`src/rtl/store_buffer.sv`:
```
// Write-posting store FIFO in front of a single synchronous-write data memory port.
// Queued stores drain in order while the port is free, and loads that hit a pending word are stalled.
module store_buffer #(
  parameter int DEPTH  = 4,
  parameter int IDX_HI = 13
) (
  input  logic                       clk,
  input  logic                       reset_n,
  input  logic                       st_valid_in,
  input  logic [31:0]                st_addr_in,
  input  logic [31:0]                st_data_in,
  input  logic [2:0]                 st_func3_in,
  output logic                       st_ready_out,
  input  logic                       ld_req_in,
  input  logic [31:0]                ld_addr_in,
  input  logic [2:0]                 ld_func3_in,
  output logic                       ld_stall_out,
  input  logic                       mem_ready_in,
  output logic [31:0]                mem_addr_out,
  output logic [31:0]                mem_data_out,
  output logic [2:0]                 mem_func3_out,
  output logic                       mem_write_out,
  output logic                       misalign_err_out,
  output logic [$clog2(DEPTH+1)-1:0] count_out,
  output logic                       empty_out
);

  localparam int PW = $clog2(DEPTH);
  localparam int CW = $clog2(DEPTH+1);

  logic [31:0]   r_addr  [DEPTH];
  logic [31:0]   r_data  [DEPTH];
  logic [2:0]    r_func3 [DEPTH];
  logic          r_valid [DEPTH];
  logic [PW-1:0] r_rd_ptr;
  logic [PW-1:0] r_wr_ptr;
  logic [CW-1:0] r_count;
  logic          r_misalign;

  logic             w_full;
  logic             w_accept;
  logic             w_aligned;
  logic             w_enq;
  logic             w_misalign;
  logic             w_drain;
  logic [DEPTH-1:0] w_hit;

  assign w_full       = (r_count == CW'(DEPTH));
  assign st_ready_out = !w_full && !ld_req_in;
  assign w_accept     = st_valid_in && st_ready_out;

  always_comb begin
    w_aligned  = 1'b0;
    w_misalign = 1'b0;
    case (st_func3_in)
      3'b000:  w_aligned = 1'b1;
      3'b001:  begin
        w_aligned  = !st_addr_in[0];
        w_misalign = st_addr_in[0];
      end
      3'b010:  begin
        w_aligned  = (st_addr_in[1:0] == 2'b00);
        w_misalign = (st_addr_in[1:0] != 2'b00);
      end
      default: ;
    endcase
  end

  assign w_enq = w_accept && w_aligned;

  // Word-granular hazard compare against every live entry; no forwarding.
  generate
    for (genvar gi = 0; gi < DEPTH; gi++) begin : g_hit
      assign w_hit[gi] = r_valid[gi] && (r_addr[gi][IDX_HI:2] == ld_addr_in[IDX_HI:2]);
    end
  endgenerate

  assign ld_stall_out = ld_req_in && (|w_hit);

  // A stalled load leaves the port idle, so drain keeps running and the stall resolves.
  assign w_drain = (r_count != '0) && mem_ready_in && (!ld_req_in || ld_stall_out);

  assign mem_write_out    = w_drain;
  assign mem_addr_out     = w_drain ? r_addr[r_rd_ptr]  : ld_addr_in;
  assign mem_func3_out    = w_drain ? r_func3[r_rd_ptr] : ld_func3_in;
  assign mem_data_out     = r_data[r_rd_ptr];
  assign misalign_err_out = r_misalign;
  assign count_out        = r_count;
  assign empty_out        = (r_count == '0);

  always_ff @(posedge clk) begin
    if (w_enq) begin
      r_addr[r_wr_ptr]  <= st_addr_in;
      r_data[r_wr_ptr]  <= st_data_in;
      r_func3[r_wr_ptr] <= st_func3_in;
    end
  end

  generate
    for (genvar gi = 0; gi < DEPTH; gi++) begin : g_valid
      always_ff @(posedge clk or negedge reset_n) begin
        if (!reset_n) begin
          r_valid[gi] <= 1'b0;
        end else if (w_enq && (r_wr_ptr == PW'(gi))) begin
          r_valid[gi] <= 1'b1;
        end else if (w_drain && (r_rd_ptr == PW'(gi))) begin
          r_valid[gi] <= 1'b0;
        end
      end
    end
  endgenerate

  always_ff @(posedge clk or negedge reset_n) begin
    if (!reset_n) begin
      r_rd_ptr   <= '0;
      r_wr_ptr   <= '0;
      r_count    <= '0;
      r_misalign <= 1'b0;
    end else begin
      if (w_enq)   r_wr_ptr <= r_wr_ptr + PW'(1);
      if (w_drain) r_rd_ptr <= r_rd_ptr + PW'(1);
      r_count    <= r_count + CW'(w_enq) - CW'(w_drain);
      r_misalign <= w_accept && w_misalign;
    end
  end

endmodule

```
`config.mk`:
```
export PLATFORM = sky130hd
export DESIGN_NAME = store_buffer
export DESIGN_NICKNAME = d
export VERILOG_FILES = /design/src/rtl/store_buffer.sv
export SDC_FILE = /design/constraint.sdc
export NUM_CORES = 1
export LEC_CHECK = 0
export CAP_MARGIN = 40
export CORE_MARGIN = 3
export CORE_UTILIZATION = 32
export DETAILED_ROUTE_END_ITERATION = 16
export GPL_TIMING_DRIVEN = 0
export SLEW_MARGIN = 20
export SYNTH_ARGS = -nofsm -noshare
export SYNTH_HDL_FRONTEND = slang
export SYNTH_SLANG_ARGS = --single-unit
```
`constraint.sdc`:
```
create_clock -name clk -period 2.94 [get_ports clk]
set_input_delay 0.441 -clock clk [delete_from_list [all_inputs] [get_ports clk]]
set_output_delay 0.441 -clock clk [all_outputs]
set_load 0.1 [all_outputs]
```
==> impl_metrics.csv <==
group,metric,value,unit
placement,place_hpwl,17520,um
power,p_total,16.25,mW
run_status,status,"finished, violations left",
die,rows,68,
global_route,antenna_found_initial,2,
die,num_io_pins,182,
clocking,htreeDepth,1,
flow_run,max-cap-violations,0,
cells_and_area,final_cells,1275,
placement,io_buffer_count,169,
clocking,cts_sinks,280,
detailed_routing,ant_nets,0,
timing,final-setup-viol-count,38,
timing,setup_tns,-15620,ps
die,die_h,195.9,um
synth,syn_area,0.01154,mm2
power,p_per_area,974.0,mW/mm2
detailed_routing,wl_per_cell,21.08,um
global_route,grt_pass1_vias,6675,
timing,slew_viol_final,0,
detailed_routing,drt-pass1-iter-count,4,
cells_and_area,layout-drive-gt1-share,0.4049,
clocking,clk_path_buf_depth,3,
detailed_routing,vias_per_cell,4.664,
die,fp.coreArea,0.03505,mm2
cells_and_area,final_cell_mix,"edfxtp_1, clkdlybuf4s50_1, mux4_2",
clocking,root_buffer,"clkbuf_16",
critical_path,crit_path_end_kind,"output pin",
run_status,violations,"negative setup slack",
critical_path,worst-path-max-fanout,5,
clocking,cts_inserted_buffers,31,
placement,dp.cells,1249,
detailed_routing,routed-via-count,5947,
cells_and_area,final_common_cell,"edfxtp_1",
synth,ys_seq_area_frac,0.7236,
clocking,cts_tree,"built",
timing,layout_setup_ws,-529.5,ps
power,ir_worst_vdd,0.001053,V
die,start_util,0.3291,
die,dieArea,0.03837,mm2
power,power.leakage,5.812,nW
critical_path,r2r-start,"r_addr[0][2]$_DFFE_PP_",
cells_and_area,post-route-util,0.4759,
timing,maxClockFrequency,288.2,MHz
critical_path,start_kind,"flip-flop",
timing,fin_skew,7.561,ps
placement,place_congestion,0.7189,
critical_path,endpoint,"mem_func3_out[1]",
clocking,clk_latency,550,ps
global_route,grt_use_total,0.1376,
synth,yosysUniqueCellTypes,36,
timing,layout_min_cycle_time,3470,ps
synth,synthCells,543,
cells_and_area,area_delta_synth_final,44.60,%
critical_path,rr_endpoint,"count_out[1]$_DFF_PN0_",
synth,ys_seq_elements,280,
detailed_routing,drc,0,
critical_path,worstSetupPathType,"reg -> out",
critical_path,reg2regPathDepth,15,
timing,worst_pin_slew,705.1,ps
detailed_routing,drt_iter0_markers,296,
critical_path,cp.required,2500,ps
synth,synthesis.nets,661,
synth,yosys_warnings,0,
timing,finalHoldViolations,0,
cells_and_area,antenna_cells,0,
clocking,path_clk_slew,60,ps
timing,max-slew-margin-rel,0.5284,
hold_path,min_path_type,"in -> async",
critical_path,startpoint,"r_addr[3][11]$_DFFE_PP_",
critical_path,arrival,3030,ps
cells_and_area,n_fill_cell,2886,
die,die_width,195.9,um
global_route,grt_max_degree,42,
cells_and_area,nNetsFinal,913,
global_route,gr-total-overflow,0,
timing,rsz0062_at_grt,"true",
critical_path,rrSetupSlack,-120,ps
synth,synth_area_per_cell,21.25,um2
detailed_routing,finalWirelength,26880,um
global_route,grt_pass1_wl,40690,um
timing,period_share,1.180,
clocking,cts_hold_buf,0,
## cells in the mapped netlist (all sizes together)
library cell,count,share of area
mux4,67,0.13
nor4,5,0.0033
o21ai,1,0.00043
ha,10,0.011
inv,12,0.0039
nand3,4,0.0017
clkbuf,10,0.0033
buf,22,0.018
o22ai,1,0.00054
and2,1,0.00054
nand3b,1,0.00065
edfxtp,268,0.70
and3,4,0.0022
xnor2,51,0.039
fa,1,0.0017
mux2,36,0.041
nor3,1,0.00043
dfrtp,12,0.026
o21a,1,0.00065
nand4,8,0.0043
a21oi,5,0.0022
xor2,2,0.0015
nor2,1,0.00033
and3b,1,0.00076
nor2b,1,0.00054
o41a,1,0.00098
nand2,10,0.0033
a21boi,2,0.0016
o21bai,4,0.0026
## power by group
group | total [mW] | internal [mW] | switching, mW
Clock | 3.86 | 2.34 | 1.52
Sequential | 4.68 | 4.57 | 0.106
Combinational | 7.71 | 3.22 | 4.49
Total | 16.2 | 10.1 | 6.12
## layout make-up
class	count	area [um2]	area share
buffer	30	341.6	0.02048
clock inverter	18	201.4	0.01208
tap	455	569.3	0.03413
multi-input combinational	219	3201	0.1919
clock buffer	40	829.5	0.04973
timing repair buffer	221	3134	0.1879
inverter	12	45.04	0.002700
sequential	280	8359	0.5011
## state kept, by name, summed over array words and instances, names as in the netlist
signal,count
r_rd_ptr,2
r_wr_ptr,2
r_func3,12
count_out,3
r_data,128
r_addr,128
r_valid,4
misalign_err_out,1
## metal layers
| layer | GRT usage | wire [um] | up-vias |
|---|---|---|---|
| met5 | 0 | 27 | - |
| met4 | 0.02641 | 472 | 4 |
| met3 | 0.02937 | 1620 | 39 |
| met2 | 0.2306 | 13270 | 161 |
| met1 | 0.1876 | 11480 | 3043 |
| li1 | - | - | 2700 |
## how the worst min path moves through the flow
stage               slack [ps]              startpoint  depth (start not counted)                      to
detailed placement         520  r_valid[1]$_DFFE_PN0P_                          2  r_valid[1]$_DFFE_PN0P_
floorplan                  150                 reset_n                          0  count_out[2]$_DFF_PN0_
global route               340                 reset_n                          1  r_valid[3]$_DFFE_PN0P_
finish                     310                 reset_n                          1  r_valid[3]$_DFFE_PN0P_
CTS                        310                 reset_n                          1  r_valid[3]$_DFFE_PN0P_
global placement           520  r_valid[1]$_DFFE_PN0P_                          2  r_valid[1]$_DFFE_PN0P_
## critical path: stages, from the launching register on
cell and delay (ps):
edfxtp_1 400, xnor2_1 190, nand4_1 190, nor4_4 400, nor4_4 100, a21boi_2 140
buf_6 120, buf_8 100, buf_12 100, buf_16 120, buf_8 110, mux2_4 330
buf_16 180
## cells by family (layout without fill, tap and decap cells)
logic type,count (synthesis),after routing,synth area share
multiplexers,103,103,0.1718
AO/OA/AOI/OAI,15,15,0.009002
flip-flops,280,280,0.7236
adder cells (fa/ha/maj),11,11,0.01258
XOR/XNOR,53,53,0.04024
buffers and inverters,44,321,0.02473
AND/OR/NAND/NOR,37,37,0.01800
## timing repair
item                                    CTS  global route
cloned                                    2             0
endpoints found under the setup margin   71            42
setup buffers                            28             7
gates resized for setup                 105            20
pin swaps                                 9             4
## through the flow
step	instance area, um2	worst slack (ps)	hold WS (ps)
after floorplan	11660	-285.3	145.4
after global placement	13920	-1325	516.9
after detailed placement	15460	-1000	521.6
after CTS	16630	-559.2	314.2
after global routing	16680	-638.6	335.6
final	16680	-529.5	314.1
No activity file was read; power rests on OpenSTA's default activity.
